<file path="src/rtl/multicycle_control.sv">
// multicycle_control: main sequencing FSM for the multi-cycle MIPS32 core.
// Drives every datapath mux select and write-enable from the current state,
// stalls on MemReady, traps on unsupported encodings and counts retirements.
module multicycle_control (
    input  logic        Clk,
    input  logic        Reset_n,
    input  logic [5:0]  Opcode,
    input  logic [5:0]  Funct,
    input  logic        Zero,
    input  logic        MemReady,
    output logic        PCWrite,
    output logic        PCWriteCond,
    output logic        IorD,
    output logic        MemRead,
    output logic        MemWrite,
    output logic        MemtoReg,
    output logic        IRWrite,
    output logic        ALUSrcA,
    output logic        RegWrite,
    output logic        RegDst,
    output logic [1:0]  PCSource,
    output logic [1:0]  ALUOp,
    output logic [1:0]  ALUSrcB,
    output logic        PCWriteEn,
    output logic [3:0]  State,
    output logic        Retire,
    output logic        Illegal,
    output logic [31:0] InstrCount
);

    localparam logic [5:0] OP_RTYPE = 6'b000000;
    localparam logic [5:0] OP_LW    = 6'b100011;
    localparam logic [5:0] OP_SW    = 6'b101011;
    localparam logic [5:0] OP_BEQ   = 6'b000100;
    localparam logic [5:0] OP_ADDI  = 6'b001000;
    localparam logic [5:0] OP_J     = 6'b000010;

    typedef enum logic [3:0] {
        S_IDLE   = 4'd0,  S_FETCH  = 4'd1,  S_DECODE = 4'd2,  S_MEMADR = 4'd3,
        S_MEMRD  = 4'd4,  S_MEMWB  = 4'd5,  S_MEMWR  = 4'd6,  S_EXEC   = 4'd7,
        S_RWB    = 4'd8,  S_BRANCH = 4'd9,  S_ADDIEX = 4'd10, S_ADDIWB = 4'd11,
        S_JUMP   = 4'd12, S_TRAP   = 4'd13
    } state_e;

    state_e      state_q, state_d;
    logic [31:0] instr_count_q, instr_count_d;
    logic        funct_ok;

    // R-type functions the ALU actually implements
    always_comb begin
        funct_ok = 1'b0;
        case (Funct)
            6'b100000, 6'b100010, 6'b100100, 6'b100101, 6'b101010: funct_ok = 1'b1;
            default: funct_ok = 1'b0;
        endcase
    end

    // Next-state sequencing; unused encodings fall back to IDLE
    always_comb begin
        state_d = state_q;
        case (state_q)
            S_IDLE:   state_d = S_FETCH;
            S_FETCH:  if (MemReady) state_d = S_DECODE;
            S_DECODE: begin
                case (Opcode)
                    OP_LW, OP_SW: state_d = S_MEMADR;
                    OP_RTYPE:     state_d = funct_ok ? S_EXEC : S_TRAP;
                    OP_BEQ:       state_d = S_BRANCH;
                    OP_ADDI:      state_d = S_ADDIEX;
                    OP_J:         state_d = S_JUMP;
                    default:      state_d = S_TRAP;
                endcase
            end
            // IR is stable here, so Opcode still distinguishes lw from sw
            S_MEMADR: state_d = (Opcode == OP_SW) ? S_MEMWR : S_MEMRD;
            S_MEMRD:  if (MemReady) state_d = S_MEMWB;
            S_MEMWR:  if (MemReady) state_d = S_FETCH;
            S_EXEC:   state_d = S_RWB;
            S_ADDIEX: state_d = S_ADDIWB;
            S_MEMWB, S_RWB, S_BRANCH, S_ADDIWB, S_JUMP: state_d = S_FETCH;
            S_TRAP:   state_d = S_TRAP;
            default:  state_d = S_IDLE;
        endcase
    end

    // Control decode from the current state; MemReady gates the memory-side
    // writes so a stalled cycle never updates IR or PC and never retires
    always_comb begin
        PCWrite = 1'b0; PCWriteCond = 1'b0; IorD = 1'b0; MemRead = 1'b0;
        MemWrite = 1'b0; MemtoReg = 1'b0; IRWrite = 1'b0; ALUSrcA = 1'b0;
        RegWrite = 1'b0; RegDst = 1'b0; PCSource = 2'b00; ALUOp = 2'b00;
        ALUSrcB = 2'b00; Retire = 1'b0; Illegal = 1'b0;
        case (state_q)
            S_FETCH:  begin MemRead = 1'b1; ALUSrcB = 2'b01; IRWrite = MemReady; PCWrite = MemReady; end
            S_DECODE: ALUSrcB = 2'b11;
            S_MEMADR: begin ALUSrcA = 1'b1; ALUSrcB = 2'b10; end
            S_MEMRD:  begin MemRead = 1'b1; IorD = 1'b1; end
            S_MEMWB:  begin RegWrite = 1'b1; MemtoReg = 1'b1; Retire = 1'b1; end
            S_MEMWR:  begin MemWrite = 1'b1; IorD = 1'b1; Retire = MemReady; end
            S_EXEC:   begin ALUSrcA = 1'b1; ALUOp = 2'b10; end
            S_RWB:    begin RegWrite = 1'b1; RegDst = 1'b1; Retire = 1'b1; end
            S_BRANCH: begin ALUSrcA = 1'b1; ALUOp = 2'b01; PCWriteCond = 1'b1; PCSource = 2'b01; Retire = 1'b1; end
            S_ADDIEX: begin ALUSrcA = 1'b1; ALUSrcB = 2'b10; end
            S_ADDIWB: begin RegWrite = 1'b1; Retire = 1'b1; end
            S_JUMP:   begin PCWrite = 1'b1; PCSource = 2'b10; Retire = 1'b1; end
            S_TRAP:   Illegal = 1'b1;
            default:  ;
        endcase
    end

    assign PCWriteEn  = PCWrite | (PCWriteCond & Zero);
    assign State      = state_q;
    assign InstrCount = instr_count_q;

    // Retirement counter wraps naturally at 32 bits
    always_comb instr_count_d = instr_count_q + {31'd0, Retire};

    // State and counter registers
    always_ff @(posedge Clk or negedge Reset_n) begin
        if (!Reset_n) begin
            state_q       <= S_IDLE;
            instr_count_q <= 32'd0;
        end else begin
            state_q       <= state_d;
            instr_count_q <= instr_count_d;
        end
    end

endmodule

</file>
<file path="config.mk">
export PLATFORM = sky130hd
export DESIGN_NAME = multicycle_control
export DESIGN_NICKNAME = d
export VERILOG_FILES = /design/src/rtl/multicycle_control.sv
export SDC_FILE = /design/constraint.sdc
export NUM_CORES = 1
export LEC_CHECK = 0
export ABC_CLOCK_PERIOD_IN_PS = 2800
export CORE_MARGIN = 3
export CORE_UTILIZATION = 45
export CTS_CLUSTER_DIAMETER = 40
export CTS_CLUSTER_SIZE = 30
export DETAILED_ROUTE_END_ITERATION = 10
export PLACE_DENSITY = 0.83
export SYNTH_ARGS = -nofsm -noshare
export SYNTH_HDL_FRONTEND = slang
export SYNTH_SLANG_ARGS = --single-unit
</file>
<file path="constraint.sdc">
create_clock -name Clk -period 2.8 [get_ports Clk]
set_input_delay 0.56 -clock Clk [delete_from_list [all_inputs] [get_ports Clk]]
set_output_delay 0.56 -clock Clk [all_outputs]
set_load 0.03 [all_outputs]
</file>
==> flow_summary.yaml, run 1 <==
sta:
  maxSlewHeadroom_pct: 68.81
  worst_pin_slew_ns: 0.4643
  fin_crit_sh_pct: 94.29
  drv_slew: 0
  hold_viol: 0
  period_minus_slack_ns: 2.640
  fmax_mhz: 378.8
  skew_ns: 0.008525
  rsz0062_at_grt: "false"
  finalSetupViolations: 0
cts:
  path_clk_slew_ns: 0.07
  worstSkewPairLatency_ns: 0.28
  postCtsHoldBufs: 0
  cts_resized: 0
  cts-root-buf: "clkbuf_8"
  cts_htree_levels: 2
  cts_setup_buffers: 0
  clock_sinks: 36
  cts_buffer_depth: 2
  cts_tree: "yes"
  cts_buffers: 5
layout:
  final_cell_mix: "clkdlybuf4s50_1, dfrtp_1, xnor2_1"
  syn2layout_area_growth_pct: 44.80
  fill_cells: 347
  fin_nets: 304
  multiInputGateArea_mm2: 0.001023
  layout_commonest_cell: "clkdlybuf4s50_1"
  finalCoreUtilization_pct: 69.47
  fin_cells: 336
  antennaDiodeCount: 0
  seq_area_um2: 902.1
  final_layout_size_suffix_gt1_share_pct: 9.091
global_routing:
  gr-usage-met3_pct: 4.709
  grt_pass1_vias: 1737
  busiest_layer: "met2"
  grt_max_degree: 37
  grt_first_pass_wirelength_mm: 8.176
  grt-ovfl-total: 0
  use_met2_pct: 34.68
  use_met1_pct: 24.62
  grt_antenna_before_repair: 0
  grt_usage_pct: 19.99
logic_synthesis:
  yosys_warnings: 0
  syn_area_per_cell_um2: 9.402
  syn_area_mm2: 0.001974
  syn_nets: 228
  syn_inst: 210
  synth_fa_ha_area_share_pct: 1.774
  ys_ff_latch: 36
  synthDistinctLibCells: 37
  synth_compound_area_share_pct: 7.921
  asyncSetResetFlopFracSynth_pct: 100.0
  ys_seq_area_share_pct: 45.63
  synth-edff-count: 0
  muxShareOfSynthArea_pct: 1.521
  synth_ff_type: "dfrtp_1"
  synth_simple_gate_area_share_pct: 24.84
  synth_xor_xnor_area_share_pct: 15.08
  synth_top_family_by_area: "simple AND/OR/NAND/NOR gates"
critical_path:
  startpoint_type: "input port"
  crit_required_ns: 2.24
  cp_top_family: "buffers and inverters"
  path_buf_inv: 3
  worstPathCellList: "clkdlybuf4s50_1 -> inv_1 -> nor4_2 -> clkdlybuf4s50_1"
  critPathKind: "input port to primary output"
  cp_slowest_stage_delay_ns: 0.72
  cp.arrival_ns: 2.08
  crit_top_cell: "clkdlybuf4s50_1"
  worstPathMaxFanout: 3
  crit_slowest_cell: "clkdlybuf4s50_1"
  end_kind: "primary output"
place:
  numPortBuffers: 70
  dp_hpwl_mm: 3.756
  gp_congestion: 0.9126
  dp_cells: 329
floorplan:
  die_area_mm2: 0.005219
  io_pins: 71
  fp.dieH_um: 72.24
  rows: 23
  initial_utilization_pct: 47.98
  die_w_um: 72.24
  fp.coreArea_mm2: 0.004115
routing:
  vias: 1780
  viasPerCell: 5.298
  drt_iter0_drc: 89
  drtPass1Iterations: 4
  drc: 0
  wl_per_cell_um: 14.60
  antenna_left: 0
  drt-total-wl_mm: 4.904
pwr:
  pwr_density_cell_mw_per_mm2: 828.8
  p_leak_nw: 1.249
  max-vdd-ir-drop_mv: 0.4628
run:
  drv_cap: 0
min_path:
  min_path_type: "register to register"
outcome:
  status: "finished clean"
-- worst paths after layout --
path                                 from        endpoint  slack, ns  cells after the start
setup / recovery                 MemReady         IRWrite       0.16                      4
hold / removal             InstrCount[31]  InstrCount[31]       0.48                      1
setup reg to reg                 State[3]  InstrCount[30]       0.28                     10
hold reg to reg            InstrCount[31]  InstrCount[31]       0.48                      1
max in group asynchronous         Reset_n        State[1]       1.77                      2
min in group asynchronous         Reset_n  InstrCount[27]       0.70                      2
-- power breakdown --
| part | internal [mW] | leakage (nW) | switching [mW] |
|---|---|---|---|
| sequential | 0.594 | 0.480 | 0.108 |
| combinational | 0.553 | 0.727 | 0.774 |
| clock | 0.169 | 0.0410 | 0.171 |
| total | 1.32 | 1.25 | 1.05 |
-- cells by family (layout without fill, tap and decap cells) --
| family | Yosys count | in the layout |
|---|---|---|
| and+or+nand+nor | 94 | 94 |
| adders and majority gates | 3 | 3 |
| buffers and inverters | 16 | 92 |
| DFF | 36 | 36 |
| AOI/OAI and AO/OA | 24 | 24 |
| muxes | 3 | 3 |
| xor gates and xnor gates | 34 | 34 |
-- metrics by stage --
| step | area [µm²] | TNS [ns] | hold slack (ns) | worst slack [ns] | total power [mW] |
|---|---|---|---|---|---|
| 3_5_place_dp | 2773 | -0.01623 | 0.4662 | -0.01623 | 2.047 |
| 6_report | 2859 | 0 | 0.4751 | 0.1600 | 2.370 |
| 4_1_cts | 2850 | 0 | 0.4796 | 0.05867 | 2.388 |
| 3_3_place_gp | 2773 | 0 | 0.4559 | 0.06534 | 2.025 |
| 2_1_floorplan | 1988 | -0.03978 | 0.2644 | -0.03978 | 1.510 |
| 5_1_grt | 2859 | 0 | 0.5118 | 0.01046 | 2.516 |
-- cell usage after synthesis (3+ instances only) --
library cell	count	area share (%)
clkbuf_1	7	1.3
nor2_1	23	4.4
a31oi_1	3	0.95
nand2_1	21	4.0
a21oi_1	4	1.0
and3_1	3	0.95
dfrtp_1	36	46
nor3_1	7	1.8
mux2i_1	3	1.5
inv_1	6	1.1
nand3_1	14	3.5
xnor2_1	24	11
nand2b_1	6	1.9
o21ai_0	4	1.0
nand4_1	10	3.2
xor2_1	10	4.4
-- flip-flops by register name (all words and copies together), names as in the netlist --
| register | count |
|---|---|
| State | 4 |
| InstrCount | 32 |
-- per-layer routing --
layer  part of all wire (%)  wire (µm)  vias up
met4                    1.0         51        0
met2                     51       2486       50
met3                    4.8        234        4
li1                       -          -      873
met5                      0          0        -
met1                     43       2131      853
-- layout make-up --
class                           instances  share of cell area [%]
Timing Repair Buffer                   79                   26.96
Clock inverter                          1                  0.1751
Tap cell                               50                   2.188
Sequential cell                        36                   31.55
Inverter                                6                  0.7877
Clock buffer                            6                   2.538
Multi-Input combinational cell        158                   35.80
(Power assumes the default switching activity.)
==> inputs of run 2 (changes only) <==
--- a/config.mk
+++ b/config.mk
@@ -5,6 +5,7 @@
 export SDC_FILE = /design/constraint.sdc
 export NUM_CORES = 1
 export LEC_CHECK = 0
+export ABC_AREA = 0
 export ABC_CLOCK_PERIOD_IN_PS = 2800
 export CORE_MARGIN = 3
 export CORE_UTILIZATION = 45
@@ -12,6 +13,8 @@
 export CTS_CLUSTER_SIZE = 30
 export DETAILED_ROUTE_END_ITERATION = 10
 export PLACE_DENSITY = 0.83
+export SLEW_MARGIN = 30
 export SYNTH_ARGS = -nofsm -noshare
 export SYNTH_HDL_FRONTEND = slang
 export SYNTH_SLANG_ARGS = --single-unit
+export TNS_END_PERCENT = 20
==> results of run 2 <==
The final DEF is identical to that of run 1; final timing and power are the same.
